<file path="src/rtl/sort_pkg.sv">
// rtl/sort_pkg.sv - shared FSM states, mode encodings and counter sizing for sort_seq
package sort_pkg;

   typedef enum logic [1:0] {
      ST_IDLE = 2'b00,
      ST_LOAD = 2'b01,
      ST_SORT = 2'b10,
      ST_OUT  = 2'b11
   } state_t;

   localparam logic [1:0] MODE_PASS = 2'b00;
   localparam logic [1:0] MODE_DESC = 2'b01;
   localparam logic [1:0] MODE_ASC  = 2'b10;

   // Width of a counter holding 0..n-1; never narrower than one bit.
   function automatic int cnt_width(input int n);
      return (n <= 2) ? 1 : $clog2(n);
   endfunction

endpackage

</file>
<file path="src/rtl/sort_cmp_swap.sv">
// rtl/sort_cmp_swap.sv - one stable compare-exchange pair (dir=1 puts the larger value at lo_pos)
module sort_cmp_swap
   import sort_pkg::*;
#(
   parameter int DATA_W = 9
) (
   input  logic [DATA_W-1:0] a,
   input  logic [DATA_W-1:0] b,
   input  logic              dir,
   output logic [DATA_W-1:0] lo_pos,
   output logic [DATA_W-1:0] hi_pos
);

   logic swap;

   always_comb begin
      // Strict compares only, so equal words never trade places.
      swap   = dir ? (a < b) : (a > b);
      lo_pos = swap ? b : a;
      hi_pos = swap ? a : b;
   end

endmodule

</file>
<file path="src/rtl/sort_seq.sv">
// rtl/sort_seq.sv - block loader with odd-even transposition sort and indexed readout
module sort_seq
   import sort_pkg::*;
#(
   parameter int DATA_W = 9,
   parameter int DEPTH  = 6
) (
   input  logic                     clk,
   input  logic                     rst_n,
   input  logic                     in_valid,
   output logic                     in_ready,
   input  logic [1:0]               mode,
   input  logic [DATA_W-1:0]        data_in,
   output logic                     out_valid,
   input  logic                     out_ready,
   output logic [DATA_W-1:0]        data_out,
   output logic [$clog2(DEPTH)-1:0] out_index,
   output logic                     busy
);

   localparam int CNT_W = cnt_width(DEPTH);
   localparam int NPAIR = DEPTH / 2;
   localparam logic [CNT_W-1:0] LAST = CNT_W'(DEPTH - 1);

   state_t            state_q, state_d;
   logic [1:0]        mode_q, mode_d;
   logic [CNT_W-1:0]  load_cnt_q, load_cnt_d;
   logic [CNT_W-1:0]  pass_cnt_q, pass_cnt_d;
   logic [CNT_W-1:0]  out_idx_q, out_idx_d;
   logic [DATA_W-1:0] mem_q [DEPTH];
   logic [DATA_W-1:0] mem_d [DEPTH];
   logic [DATA_W-1:0] pass_res [DEPTH];
   logic [DATA_W-1:0] cmp_a [NPAIR];
   logic [DATA_W-1:0] cmp_b [NPAIR];
   logic [DATA_W-1:0] cmp_lo [NPAIR];
   logic [DATA_W-1:0] cmp_hi [NPAIR];
   logic              phase;
   logic              accept;
   logic              sort_desc;
   logic              sort_mode;

   assign phase     = pass_cnt_q[0];
   assign sort_desc = (mode_q == MODE_DESC);
   assign sort_mode = (mode_q == MODE_DESC) || (mode_q == MODE_ASC);
   assign in_ready  = (state_q == ST_IDLE) || (state_q == ST_LOAD);
   assign accept    = in_valid && in_ready;
   assign busy      = (state_q != ST_IDLE);
   assign out_valid = (state_q == ST_OUT);
   assign out_index = out_idx_q;
   assign data_out  = out_valid ? mem_q[out_idx_q] : '0;

   // Even phase pairs (0,1),(2,3)..; odd phase pairs (1,2),(3,4)..
   for (genvar k = 0; k < NPAIR; k++) begin : g_pair
      assign cmp_a[k] = phase ? mem_q[2*k+1] : mem_q[2*k];
      if (2*k+2 < DEPTH) begin : g_b_odd
         assign cmp_b[k] = phase ? mem_q[2*k+2] : mem_q[2*k+1];
      end else begin : g_b_even
         assign cmp_b[k] = mem_q[2*k+1];
      end
      sort_cmp_swap #(.DATA_W(DATA_W)) u_cmp (
         .a      (cmp_a[k]),
         .b      (cmp_b[k]),
         .dir    (sort_desc),
         .lo_pos (cmp_lo[k]),
         .hi_pos (cmp_hi[k])
      );
   end

   // Route each slot to whichever pair owns it this phase; unpaired slots hold.
   for (genvar i = 0; i < DEPTH; i++) begin : g_slot
      logic [DATA_W-1:0] ev, od;
      if ((i % 2 == 0) && (i + 1 < DEPTH)) begin : g_ev_lo
         assign ev = cmp_lo[i/2];
      end else if (i % 2 == 1) begin : g_ev_hi
         assign ev = cmp_hi[i/2];
      end else begin : g_ev_keep
         assign ev = mem_q[i];
      end
      if ((i % 2 == 1) && (i + 1 < DEPTH)) begin : g_od_lo
         assign od = cmp_lo[i/2];
      end else if ((i % 2 == 0) && (i > 0)) begin : g_od_hi
         assign od = cmp_hi[i/2-1];
      end else begin : g_od_keep
         assign od = mem_q[i];
      end
      assign pass_res[i] = phase ? od : ev;
   end

   always_comb begin
      mem_d = mem_q;
      if (accept) begin
         mem_d[load_cnt_q] = data_in;
      end else if (state_q == ST_SORT) begin
         mem_d = pass_res;
      end
   end

   always_comb begin
      state_d    = state_q;
      mode_d     = mode_q;
      load_cnt_d = load_cnt_q;
      pass_cnt_d = pass_cnt_q;
      out_idx_d  = out_idx_q;
      case (state_q)
         ST_IDLE: begin
            if (accept) begin
               mode_d     = mode;
               load_cnt_d = CNT_W'(1);
               state_d    = ST_LOAD;
            end
         end
         ST_LOAD: begin
            if (accept) begin
               if (load_cnt_q == LAST) begin
                  load_cnt_d = '0;
                  pass_cnt_d = '0;
                  state_d    = sort_mode ? ST_SORT : ST_OUT;
               end else begin
                  load_cnt_d = load_cnt_q + CNT_W'(1);
               end
            end
         end
         ST_SORT: begin
            if (pass_cnt_q == LAST) begin
               pass_cnt_d = '0;
               state_d    = ST_OUT;
            end else begin
               pass_cnt_d = pass_cnt_q + CNT_W'(1);
            end
         end
         ST_OUT: begin
            if (out_ready) begin
               if (out_idx_q == LAST) begin
                  out_idx_d = '0;
                  state_d   = ST_IDLE;
               end else begin
                  out_idx_d = out_idx_q + CNT_W'(1);
               end
            end
         end
         default: state_d = ST_IDLE;
      endcase
   end

   always_ff @(posedge clk) begin
      if (!rst_n) begin
         state_q    <= ST_IDLE;
         mode_q     <= MODE_PASS;
         load_cnt_q <= '0;
         pass_cnt_q <= '0;
         out_idx_q  <= '0;
      end else begin
         state_q    <= state_d;
         mode_q     <= mode_d;
         load_cnt_q <= load_cnt_d;
         pass_cnt_q <= pass_cnt_d;
         out_idx_q  <= out_idx_d;
      end
   end

   // Buffer is deliberately not reset; outputs are gated by state instead.
   always_ff @(posedge clk) begin
      mem_q <= mem_d;
   end

endmodule

</file>
<file path="config.mk">
export PLATFORM = sky130hd
export DESIGN_NAME = sort_seq
export DESIGN_NICKNAME = d
export VERILOG_FILES = /design/src/rtl/sort_pkg.sv /design/src/rtl/sort_cmp_swap.sv /design/src/rtl/sort_seq.sv
export SDC_FILE = /design/constraint.sdc
export NUM_CORES = 1
export LEC_CHECK = 0
export CAP_MARGIN = 20
export CORE_MARGIN = 1.5
export CORE_UTILIZATION = 40
export DETAILED_ROUTE_END_ITERATION = 6
export SKIP_LAST_GASP = 1
export SLEW_MARGIN = 20
export SYNTH_ARGS = -nofsm -noshare
export SYNTH_HDL_FRONTEND = slang
export SYNTH_HIERARCHICAL = 1
export SYNTH_SLANG_ARGS = --single-unit
</file>
<file path="constraint.sdc">
create_clock -name clk -period 10.7 [get_ports clk]
set_clock_uncertainty 0.1 [all_clocks]
set_input_delay 2.14 -clock clk [delete_from_list [all_inputs] [get_ports clk]]
set_output_delay 2.14 -clock clk [all_outputs]
set_load 0.01 [all_outputs]
</file>
==> metrics <==
TritonCTS Sinks=67; Inst Count DP=735; Post-synth EDFFs=54; GRT met2 Usage=34.7%; Clock Power Share=14.3%; core area=14,600 um2; number of synthesized register bits=67; Sw Share=39.0%; antenna violations before repair=0; post-synth top area share=27.1%; Logic pwr share=59.2%; WS Path Type=input pin to flip-flop; Routability Congestion=0.786; GRT Total Usage=19.4%; critical path capture point type=flip-flop; Reg2Reg Launch Point=pass_cnt_q[0]$_SDFFE_PN0P_; Critical Path Source=in_valid; clk slew on worst S/H paths=0.05 ns; clk_lat worst skew=0.34 ns; CP startpoint kind=input pin; CTS Buf Count=9; Achievable Freq=208 MHz; area of the multi-input gates=3730 um2; # rows=44; drt drc=0; internal power=1.12 mW; drt total wl=14,700 um; Die Width=125 um; root buffer cell=clkbuf_16; Seq. cell area=1890 um2; YS warnings=6; final hold vios=0; routed vias/inst=5.71; Switching Power=717 uW; R2R Setup Slk=6.05 ns; synthesized area per cell=10.9 um2; DRT iter0 DRCs=263; setup TNS=0 ns; M1 GR Usage=24.5%; post-CTS resize count=0; Die H=125 um; fin crit share=44.9%; Slew HR=27.9%; hold_buf cts=0; max-slew violations=0; Layout area overhead=10.5%; Mapped Area=5980 um2; register area share after synthesis=31.5%; Synth Flop Type=edfxtp_1; net count reported at finish=611; pin count of the biggest net entering global routing=51; crit-path max FO=27; CTS Buffer Depth=2; Post-CTS Setup Bufs=0; first-pass GRT wire length=23,900 um; detailed placement HPWL=11,200 um; Post-Synthesis Cells=549; Power Dens Cells=278 nW/um2; largest vdd supply drop=0.000142 V; worst-path cell chain=clkdlybuf4s50_1, o21ai_2, buf_4, nor4_2, nor2_1, nor2_1; I/O Buffers=29; ant diodes=0; slowest cell on the critical path=clkdlybuf4s50_1; Critical Path RT=10.57 ns; Post-Synthesis Net Count=597; cell accounting for the most synthesized area=edfxtp_1; Distinct cells, synth=59; Tmin final=4.81 ns; fill count=1,367; worst r2r dst=mem_q[19]$_DFFE_PP_; Antenna Nets Post-Route=0; WL/cell=19.6 um; Async SR Flop Fraction=0%; status=finished clean; die area=15,700 um2; ranking of synthesized cells by area=edfxtp_1 27%, mux2_2 13%, mux2i_1 8.0%, mux2_4 7.8%, ha_1 6.9%; met3 Track Usage GR=4.07%; setup violators final=0; via count of the first global-routing pass=4,339; TritonRoute pass-1 iters=4; GRT busiest layer=met2; P_leak=2.43 nW; Power, Total=1.84 mW; Data arrival, critical path=4.67 ns; Worst path max stage delay=0.72 ns; Most common cell on crit path=nor2_1; Remaining Overflow, GRT=0; initial core utilization=41.0%; Worst R2R Path Depth=10; Worst-Margin Slew=1.08 ns; Via Count=4,291; WHS Endpoint=mode_q[1]$_SDFFE_PN0P_; I/O pin count=30; RSZ-0062 raised after global routing=no; sequential share of power=26.6%; worst hold start=mode_q[1]$_SDFFE_PN0P_; H-Tree Depth=3; CTS tree=built; hold path cells=2; Hold Crit Class=flip-flop to flip-flop; share of post-route cells with drive strength above 1=26.4%; Finished Layout Cells=752; Max-Cap Viols=0
## worst max path at each step
stage	endpoint
2_1_floorplan	g_slot[0].od[0]$_DFFE_PP_
3_3_place_gp	g_slot[0].od[1]$_DFFE_PP_
3_5_place_dp	g_slot[0].od[2]$_DFFE_PP_
4_1_cts	g_slot[0].od[6]$_DFFE_PP_
5_1_grt	g_slot[0].od[6]$_DFFE_PP_
6_report	g_slot[0].od[1]$_DFFE_PP_
## final cells by class
cell class	instances	share of cell area [%]
Clock buffer	11	3.52
Timing Repair Buffer	35	5.24
Inverter	45	2.55
Tap cell	184	3.48
Multi-Input combinational cell	405	56.4
Clock inverter	5	0.303
Sequential cell	67	28.5
## per-stage QoR
step                      setup slack (ns)  hold slack (ns)  utilization (%)  instance area, um2
final                                 5.89            0.369             45.3                6610
after global routing                  5.66            0.382             45.3                6610
after CTS                             5.89            0.366             45.2                6600
after detailed placement              5.54            0.358             43.5                6350
after global placement                5.71            0.343             43.4                6330
after floorplan                       6.78            0.336                -                5980
## kinds of logic (layout without fill, tap and decap cells)
logic type / count (synthesis) / in the layout / synth area share (%)
muxes: 157 / 157 / 32.2
AOI/OAI and AO/OA: 114 / 114 / 13.9
and+or+nand+nor: 100 / 100 / 9.16
buffers and inverters: 77 / 96 / 6.23
DFF: 67 / 67 / 31.5
adders and majority gates: 33 / 33 / 6.90
xor gates and xnor gates: 1 / 1 / 0.146
## placed cells by master, fill, tap and decap left out, types with 9 or more instances in the layout
| cell | instances |
|---|---|
| nor2_1 | 17 |
| inv_1 | 44 |
| mux4_2 | 9 |
| mux2i_1 | 48 |
| a21oi_1 | 15 |
| a22o_1 | 18 |
| clkbuf_16 | 9 |
| mux2_2 | 69 |
| o22ai_1 | 11 |
| o2bb2ai_1 | 9 |
| ha_1 | 33 |
| clkdlybuf4s50_1 | 29 |
| and2_1 | 10 |
| mux2_4 | 31 |
| edfxtp_1 | 54 |
| nand2_1 | 44 |
| o21ai_0 | 31 |
| dfxtp_1 | 12 |
## worst max-delay path, delay by kind of cell
kind	cells	cell delay, ns
AND/OR/NAND/NOR	3	1.45
buffers and inverters	2	0.97
AO/OA/AOI/OAI	1	0.09
## power by group through the flow
| stage | clock network (mW) | logic, mW | registers, mW |
|---|---|---|---|
| detailed placement | 0 | 1.08 | 0.495 |
| floorplan | 0 | 0.908 | 0.451 |
| finish | 0.262 | 1.09 | 0.488 |
| CTS | 0.268 | 1.08 | 0.489 |
| global placement | 0 | 1.04 | 0.493 |
| global route | 0.279 | 1.19 | 0.498 |
## synthesized netlist by cell type, drive strengths merged (2+ instances only)
cell type,instances
mux4,9
edfxtp,54
nand3,3
buf,21
o22ai,11
mux2i,48
mux2,100
and2,10
dfxtp,13
a221oi,2
o21ai,35
ha,33
clkbuf,11
a311oi,3
o21a,2
inv,44
nand2b,2
nor2,17
nand4b,2
a22o,18
nand4,7
nor3,4
nand2,44
a2111oi,4
nor4b,2
o2bb2ai,9
a21o,6
a21oi,18
## metal layers
layer	vias to the layer above	wire length (um)
li1	2103	-
met1	2091	6370
met2	88	7700
met3	9	572
met4	0	99
met5	-	0
## flip-flops by register name (all words and copies together), names as in the netlist
name	flops
mem_q	36
g_slot.od	18
load_cnt_q	3
out_index	3
pass_cnt_q	3
mode_q	2
state_q	2
Power figures use the tool's default switching activity.
